==> config.mk <==
export PLATFORM = sky130hd
export DESIGN_NAME = uart_tx_fifo
export DESIGN_NICKNAME = d
export VERILOG_FILES = /design/src/rtl/uart_tx_fifo.sv
export SDC_FILE = /design/constraint.sdc
export NUM_CORES = 1
export LEC_CHECK = 0
export CAP_MARGIN = 20
export CORE_MARGIN = 1.5
export CORE_UTILIZATION = 33
export CTS_CLUSTER_SIZE = 10
export DETAILED_ROUTE_END_ITERATION = 7
export PLACE_DENSITY = 0.57
export SLEW_MARGIN = 25
export SYNTH_ARGS = -nofsm -noshare
export SYNTH_HDL_FRONTEND = slang
export SYNTH_SLANG_ARGS = --single-unit
==> constraint.sdc <==
create_clock -name clk50M -period 3.55 [get_ports clk50M]
set_clock_uncertainty 0.1 [all_clocks]
set_input_delay 0.355 -clock clk50M [delete_from_list [all_inputs] [get_ports clk50M]]
set_output_delay 0.355 -clock clk50M [all_outputs]
set_load 0.02 [all_outputs]
==> src/rtl/uart_tx_fifo.sv <==
// rtl/uart_tx_fifo.sv - byte FIFO and one-at-a-time transmit scheduler feeding the UART transmitter
module uart_tx_fifo #(
    parameter int DEPTH      = 16,
    parameter int ADDR_W     = 4,
    parameter int GAP_CYCLES = 0
) (
    input  logic              clk50M,
    input  logic              rst,
    input  logic              wr_en,
    input  logic [7:0]        wr_data,
    output logic              full,
    output logic              empty,
    output logic [ADDR_W:0]   count,
    output logic              overflow,
    input  logic              ovf_clr,
    output logic              busy,
    output logic              tx_trig,
    output logic [7:0]        tx_data,
    input  logic              tx_idle
);

    typedef enum logic [1:0] {IDLE, WAIT_BUSY, WAIT_DONE, GAP} state_t;

    localparam logic [ADDR_W:0] DEPTH_CNT = DEPTH[ADDR_W:0];
    localparam logic [15:0]     GAP_LAST  = 16'(GAP_CYCLES - 1);

    state_t            state;
    logic [7:0]        mem [DEPTH];
    logic [ADDR_W-1:0] wr_ptr;
    logic [ADDR_W-1:0] rd_ptr;
    logic [15:0]       gap_cnt;
    logic              push;
    logic              pop;
    logic [ADDR_W:0]   count_next;

    assign push = wr_en && !full;
    assign pop  = (state == IDLE) && !empty && tx_idle;

    always_comb begin
        count_next = count;
        if (push && !pop) begin
            count_next = count + 1'b1;
        end else if (pop && !push) begin
            count_next = count - 1'b1;
        end
    end

    // Storage is deliberately left out of reset; only pointers and count define validity.
    always_ff @(posedge clk50M) begin
        if (push) begin
            mem[wr_ptr] <= wr_data;
        end
    end

    always_ff @(posedge clk50M or posedge rst) begin
        if (rst) begin
            wr_ptr   <= '0;
            rd_ptr   <= '0;
            count    <= '0;
            full     <= 1'b0;
            empty    <= 1'b1;
            overflow <= 1'b0;
            busy     <= 1'b0;
            tx_trig  <= 1'b0;
            tx_data  <= 8'h00;
            gap_cnt  <= '0;
            state    <= IDLE;
        end else begin
            if (push) begin
                wr_ptr <= wr_ptr + 1'b1;
            end
            if (pop) begin
                rd_ptr <= rd_ptr + 1'b1;
            end
            count <= count_next;
            full  <= (count_next == DEPTH_CNT);
            empty <= (count_next == '0);

            // A fresh overflow outranks a same-cycle clear.
            if (wr_en && full) begin
                overflow <= 1'b1;
            end else if (ovf_clr) begin
                overflow <= 1'b0;
            end

            busy    <= (state != IDLE) || !empty;
            tx_trig <= 1'b0;

            case (state)
                IDLE: begin
                    if (pop) begin
                        tx_data <= mem[rd_ptr];
                        tx_trig <= 1'b1;
                        state   <= WAIT_BUSY;
                    end
                end
                WAIT_BUSY: begin
                    if (!tx_idle) begin
                        state <= WAIT_DONE;
                    end
                end
                WAIT_DONE: begin
                    if (tx_idle) begin
                        state <= (GAP_CYCLES > 0) ? GAP : IDLE;
                    end
                end
                GAP: begin
                    if (gap_cnt == GAP_LAST) begin
                        gap_cnt <= '0;
                        state   <= IDLE;
                    end else begin
                        gap_cnt <= gap_cnt + 1'b1;
                    end
                end
                default: state <= IDLE;
            endcase
        end
    end

endmodule

-- Yosys cells after proc, flatten, opt, wreduce, memory -nomap -nowiden
Memories as Yosys holds them, arrays and structs flattened. A register that Yosys moved wholly into a read port is not among the register bits.
Index checks and enable logic that the tools add are counted.
- memories kept: 1
- input port bits: 13
- flip-flop bits (word level): 36
- memory bits (writable): 128
- word-level logic and storage cells: 56
- output and inout bits: 18
- equal/unequal tests: 9
- reductions and logical operators: 17
- add/subtract/negate cells: 5
- mux-type cells: 14
- memory list (memory ; depth ; bits a word ; read ports ; clocked after memory_dff ; wr ports ; line ; text):
    mem ; 16 ; 8 ; 1 ; 1 ; 1 ; 28 ; logic [7:0] mem [DEPTH];
- operators with widths (kind ; number):
    adder 16 x 1 -> 16 bit (second input constant) ; 1
    == test 16 bit (second input constant) ; 1
    2-to-1 mux 16 bit ; 1
    2-to-1 mux 5 bit ; 2
    adder 4 x 1 -> 4 bit (second input constant) ; 2
    2-to-1 mux 2 bit ; 4
    != test 2 bit (second input constant) ; 4
    case mux 2 bit (4 select lines) ; 1
    logical AND 1 bit ; 6
    2-to-1 mux 1 bit ; 6
    adder 5 x 1 -> 5 bit (second input constant) ; 1
    == test 5 bit (second input constant) ; 1
    logical NOT 5 bit ; 1
    subtractor 5 x 1 -> 5 bit (second input constant) ; 1
    == test 2 bit (second input constant) ; 2
    logical NOT 1 bit ; 4
    AND reduction 4 bit ; 1
    nonzero test 2 bit ; 2
    == test 2 x 1 -> 1 bit (second input constant) ; 1
    logical NOT 2 bit ; 1
    AND reduction 2 bit ; 1
    logical OR 1 bit ; 1

-- Logic depth before layout (Yosys ltp)
Gate-level depths: netlist of run 1.
- depth after elaboration: 7
- gate-level depth with buffers: 7

-- Worst setup path after synthesis of run 1
OpenSTA, ideal clock, no wires.
- path type: reg-to-reg
- from: reg rd_ptr[0]
- to: reg tx_data[0] (read register of mem)
- path buffers: 2
- setup slack: 1.490 ns
- arrival time: 1.836 ns
- stages on the path, launching flop included: 7
- data required time: 3.327 ns
- setup time: 0.123 ns
- cells stage by stage: dfrtp_1 > clkbuf_1 > buf_4 > mux4_2 > mux2_2 > o21ai_1 > o21ai_1
- RTL lines (what ; line ; text):
    from (decl) ; 30 ; logic [ADDR_W-1:0] rd_ptr;
    from (signal assigned) ; 73 ; rd_ptr <= rd_ptr + 1'b1;
    to (decl) ; 18 ; output logic [7:0] tx_data,

==> out/results.ini, run 1 <==
[floorplan]
die_w_um = 148.7
num_rows = 53
core_um2 = 20890
die_h_um = 148.7
pin_count = 31
die-area_um2 = 22100
start_util = 0.3353

[routing]
drtIter0Drc = 227
drc = 0
wl_per_cell_um = 18.79
ant_nets = 0
dr.pass1.iters = 4
viasPerCell = 4.764
met2_length_um = 7130
vias = 3530
wl_um = 13920
wl_met1_um = 6253
dr.max_layer_used = met4
wl_met3_um = 416

[setup_path]
crit_family = multiplexers
slowest_delay_ns = 0.77
crit_top_cell = o21ai_1
slowest_stage = dfrtp_2
cp.arrival_ns = 2.59
crit_fanout = 19
required_ns = 3.75
critPathLaunchType = flip-flop
critPathBufInv = 1
worstPathCellList = buf_12 -> mux4_2 -> mux2i_1 -> nand2_1 -> o21ai_1 -> o21ai_1
crit_type = flip-flop to flip-flop
crit_path_end_kind = flip-flop

[grt]
grt_max_degree = 45
overflow = 0
first_global_vias = 3673
grt_pass1_wl_um = 21730
antenna_found_initial = 0
grt_usage = 0.1354

[timing]
fin_crit_sh = 0.6723
slew-limit-headroom = 0.3700
max_freq_mhz = 419.0
min_period_ns = 2.387
hold_violations = 0
finalSetupViolCount = 0
max_slew.worst_pin.slew_ns = 0.9450
rsz0062_at_grt = false
drv_slew = 0
setup_tns_ns = 0

[clocking]
cts_root_buffer = clkbuf_16
numCtsBuffers = 17
post_cts_buffers = 0
cts_buffer_depth = 2
postCtsResizedCells = 0
postCtsHoldBufs = 0
cts_max_level = 4
clk_latency_ns = 0.42
cts_tree = done
path_clk_slew_ns = 0.07
clock-sinks = 172

[place]
gp_congestion = 0.7667
dp_cells = 709
port_buffers = 30
hpwl_um = 9120

[synthesis]
yosys.area_share.adder = 0.01429
yosys.area_share.xor_xnor = 0.02984
syn_nets = 437
synth-compound-area-share = 0.02912
synth_edf_count = 128
syn_area_per_cell_um2 = 16.83
synthMuxAreaShare = 0.1272
synth.distinct_cells = 46
syn_area_um2 = 7003
synth_top_family_by_area = multiplexers
synth_ff_type = edfxtp_1
synth_seq_area_share = 0.7063
ys.warnings.count = 0
synth-simple-area-share = 0.07683
synth-seq-cells = 172
netlist_instances = 416
postSynth.asyncResetShare = 0.2558

[final_layout]
final_util = 0.3892
antennaDiodeCount = 0
nNetsFinal = 474
final_cells = 741
areaGrowthSynthToFinish_pct = 16.08
drive_gt1_frac = 0.1760

[power]
leakagePower_nw = 2.723
power_density_nw_per_um2 = 588.6
ir_drop_v = 0.0002878

[hold_path]
hp-class = input pin to async pin

[run]
drv_cap = 0

[status]
status = completed

layer usage:
layer  vias up  GRT usage
li1       1646          -
met1      1840     0.1746
met2        35     0.2260
met3         9    0.03742
met4         0    0.03416
met5         -          0
cells by family after synthesis:
kind of cell    count (synthesis)
simple gates                  105
mux                            48
fa+ha+maj                       8
buf+inv                        26
flops                         172
xor+xnor                       23
compound gates                 34
cell type report:
class,instances,area [um2]
Inverter,10,43.79
Clock buffer,19,432.9
Clock inverter,13,76.32
Tap cell,275,344.1
Fill cell,1923,12760
Sequential cell,172,4947
Multi-Input combinational cell,218,1942
Timing Repair Buffer,34,342.8
path summary, 6_finish.rpt:
path                            start          to  slack, ns  cells after the start
max in group asynchronous         rst   rd_ptr[0]       2.59                      2
setup / recovery            rd_ptr[0]  tx_data[4]       1.16                      6
setup reg to reg            rd_ptr[0]  tx_data[4]       1.16                      6
hold reg to reg            gap_cnt[6]  gap_cnt[6]       0.37                      1
hold / removal                    rst  gap_cnt[2]       0.27                      2
min in group clk50M        gap_cnt[6]  gap_cnt[6]       0.37                      1
metrics by stage:
step | power [W] | hold WS [ns] | instance area (um2) | worst slack, ns
after floorplan | 0.002929 | 0.3452 | 7003 | 1.490
after global placement | 0.003202 | 0.3604 | 7619 | 1.026
after detailed placement | 0.003214 | 0.3655 | 7619 | 0.9898
after CTS | 0.004825 | 0.3790 | 8128 | 1.103
after global routing | 0.004975 | 0.3453 | 8129 | 0.9896
final | 0.004785 | 0.2687 | 8129 | 1.163
worst reg2reg max path: stages, from the launching register on:
cell and delay (ns):
dfrtp_2 0.77, buf_12 0.29, mux4_2 0.58, mux2i_1 0.26
nand2_1 0.09, o21ai_1 0.12, o21ai_1 0.07
placed cells by master (no fill, tap or decap), types with 14 or more instances in the layout:
cell type,count
o21ai_1,17
clkbuf_16,17
edfxtp_1,128
xnor2_1,20
nand2_1,37
and2_1,17
clkdlybuf4s50_1,30
mux4_2,32
dfrtp_1,42
nor2_1,14
synth_stat cells, types with 2 or more instances:
library cell / instances / area share
and3_1: 2 / 0.0018
or3_1: 2 / 0.0018
xnor2_1: 20 / 0.025
o21ai_1: 17 / 0.012
xor2_1: 2 / 0.0025
a21oi_1: 2 / 0.0014
and2_1: 17 / 0.015
buf_1: 3 / 0.0016
edfxtp_1: 128 / 0.55
ha_1: 8 / 0.014
nor3_1: 3 / 0.0021
mux2_2: 8 / 0.013
nand3_1: 9 / 0.0064
buf_2: 4 / 0.0029
nor4_1: 3 / 0.0027
nand4_1: 6 / 0.0054
dfrtp_1: 43 / 0.15
mux4_2: 32 / 0.10
nand2b_1: 2 / 0.0018
o21ai_0: 9 / 0.0064
buf_4: 2 / 0.0021
inv_1: 8 / 0.0043
mux2i_1: 8 / 0.011
nand2_1: 37 / 0.020
clkbuf_1: 7 / 0.0038
nor2_1: 14 / 0.0075
sequential cells by signal, indices dropped and copies added (netlist names):
signal,flops
wr_ptr,4
rd_ptr,4
state,2
overflow,1
busy,1
tx_trig,1
full,1
tx_data,8
mem,128
count,5
empty,1
gap_cnt,16
power breakdown:
group          leakage, nW  switching (W)  total, W  internal (W)
clock network        0.237       0.000740   0.00162      0.000882
registers             1.70       0.000119   0.00250       0.00238
logic                0.790       0.000383  0.000660      0.000276
Note: power is estimated with default switching activity, not from simulation.
==> inputs of run 2 (changes only) <==
- clock period: 3.55 -> 2.3 ns (I/O delays scaled with it)
==> run 2 against run 1 <==
Setup slack got worse by 0.93 ns. Design area increased by 3.5%. Global-route usage decreased by 0.52 points. Register-to-register slack got worse by 0.93 ns. Non-clock buffer count increased by 20. Maximum frequency increased by 15%. Power increased by 65%. Sequential cell count unchanged. Critical path depth increased by 1. Highest routed layer unchanged.
==> out/results.ini, run 2 (synthesis results as in run 1) <==
[status]
status = completed

[final_layout]
largest_reg_flops = 128  ; unchanged
layout_commonest_cell = edfxtp_1
regArea_um2 = 4947  ; unchanged
reg.largest.list = mem (128), gap_cnt (16), tx_data (8)
drive_gt1_frac = 0.2243  ; +0.04831
multi_input_area_um2 = 1942  ; unchanged
nNetsFinal = 494  ; +4.2%
areaGrowthSynthToFinish_pct = 20.17
antennaDiodeCount = 0  ; unchanged
fillers = 1916  ; -0.36%
largest_register = mem
layout_common_cells = 128 x edfxtp_1, 42 x dfrtp_1, 37 x nand2_1, 32 x mux4_2, 30 x clkdlybuf4s50_1

[floorplan]
num_rows = 53  ; unchanged
pin_count = 31  ; unchanged
die_w_um = 148.7  ; unchanged
die-area_um2 = 22100  ; unchanged
core_um2 = 20890  ; unchanged
start_util = 0.3353  ; unchanged
die_h_um = 148.7  ; unchanged

[routing]
wl_per_cell_um = 17.34  ; -7.7%
ant_nets = 0  ; unchanged
drc = 0  ; unchanged
vias = 3573  ; +1.2%
viasPerCell = 4.695  ; -1.4%
dr.pass1.iters = 4  ; unchanged
drtIter0Drc = 208  ; -8.4%
wl_um = 13200  ; -5.2%

[setup_path]
cp.arrival_ns = 2.29  ; -0.30 ns
crit_type = flip-flop to flip-flop
critPathLaunchType = flip-flop
ff2ff_path_depth = 7  ; +1
worstReg2RegStart = state[0]
worstPathCellList = or4b_4 -> clkinv_4 -> buf_4 -> nand2_1 -> o22ai_1 -> xor2_1 -> nor4_1
r2r_slack_ns = 0.23  ; -0.93 ns
required_ns = 2.53  ; -1.22 ns
crit_path_end_kind = flip-flop
slowest_stage = or4b_4
crit_fanout = 5  ; -14
rr_endpoint = empty
slowest_delay_ns = 0.60  ; -0.17 ns

[power]
power_density_nw_per_um2 = 938.2  ; +59%
ir_drop_v = 0.0005385  ; +87%
leakagePower_nw = 2.900  ; +6.5%

[clocking]
post_cts_buffers = 0  ; unchanged
clock-sinks = 172  ; unchanged
clk_latency_ns = 0.43  ; about the same
cts_buffer_depth = 2  ; unchanged
cts_tree = done
postCtsResizedCells = 0  ; unchanged
path_clk_slew_ns = 0.07  ; about the same
numCtsBuffers = 17  ; unchanged
postCtsHoldBufs = 0  ; unchanged
cts_root_buffer = clkbuf_16
cts_max_level = 4  ; unchanged

[timing]
max_freq_mhz = 483.8  ; +15%
max_slew.worst_pin.slew_ns = 0.7076  ; -0.2374 ns
setup_slack_ns = 0.2329  ; -0.9303 ns
finalSetupViolCount = 0  ; unchanged
setup_tns_ns = 0  ; unchanged
fin_hold_ws_ns = 0.008517  ; -0.2602 ns
hold_violations = 0  ; unchanged
drv_slew = 0  ; unchanged
slew-limit-headroom = 0.5268  ; +0.1568
min_period_ns = 2.067  ; -0.3197 ns
rsz0062_at_grt = false
fin_crit_sh = 0.8987  ; +0.2264

[grt]
overflow = 0  ; unchanged
first_global_vias = 3748  ; +2.0%
antenna_found_initial = 0  ; unchanged
grt_pass1_wl_um = 21000  ; -3.3%
grt_usage = 0.1302  ; -0.005179
grt_max_degree = 25  ; -44%

[run]
drv_cap = 0  ; unchanged

[hold_path]
hp-class = input pin to async pin

[place]
hpwl_um = 8915  ; -2.3%
port_buffers = 30  ; unchanged
gp_congestion = 0.8032  ; +4.8%
place_worst_setup_slack_ns = -0.08428  ; -1.074 ns

==> run 2: cell count changes in the layout (fill, tap and decap cells not counted), moves of 2 or more <==
| cell | delta |
|---|---|
| clkinv_1 | -5 |
| buf_4 | +18 |
| inv_6 | +5 |
| buf_12 | +2 |
| clkinv_8 | +2 |
| clkbuf_1 | -2 |
| clkinv_2 | -3 |
| inv_8 | +3 |
| bufinv_16 | +2 |
| clkinvlp_4 | -4 |
==> run 2: cell type report <==
| cell class | instances | area share |
|---|---|---|
| flip-flops and latches | 172 | 0.5879 |
| multi-input cells | 218 | 0.2307 |
| repair buffers | 54 | 0.06155 |
| clock buffers | 17 | 0.05055 |
| well taps | 275 | 0.04089 |
| clock inverters | 15 | 0.02334 |
| inverters | 10 | 0.005055 |
==> run 2: report_power, final <==
group / switching [W] / internal [W] / total, W
registers: 0.000171 / 0.00367 / 0.00385
logic: 0.000597 / 0.000474 / 0.00107
clock network: 0.00131 / 0.00167 / 0.00298
==> run 2: per-stage QoR <==
step                power [W]  utilization  cells  cell area (um2)
finish               0.007896       0.4029    761             8416
detailed placement   0.004995       0.3731    729             7794
global placement     0.004973       0.3731    729             7794
floorplan            0.004520            -    416             7003
global route         0.008211       0.4029    761             8416
CTS                  0.007979       0.4029    761             8416
==> run 2: how the worst max path moves through the flow <==
stage	slack [ns]	cells past startpoint	end	from
global route	0.03	5	gap_cnt[13]	gap_cnt[3]
detailed placement	-0.08	8	empty	tx_idle
global placement	0.06	7	empty	tx_idle
CTS	0.20	7	empty	state[0]
floorplan	0.24	6	tx_data[0]	rd_ptr[0]
finish	0.23	7	empty	state[0]
==> run 2: per-layer routing <==
layer,track usage,part of all wire,vias up
met5,0,0,-
met4,0.04802,0.013,0
met3,0.03405,0.024,14
met2,0.2165,0.51,45
met1,0.1639,0.45,1823
li1,-,-,1691
==> run 2: worst max-delay path: cells and delay by family (launching register included) <==
| kind | cells | cell delay, ns |
|---|---|---|
| xor+xnor | 1 | 0.14 |
| buf+inv | 2 | 0.21 |
| flops | 1 | 0.38 |
| compound gates | 1 | 0.17 |
| simple gates | 3 | 0.95 |
==> inputs of run 3 (changes only) <==
- CTS_CLUSTER_DIAMETER: default -> 80
- TNS_END_PERCENT: default -> 10
==> results of run 3 <==
Final layout, timing and power as in run 2 (identical DEF).
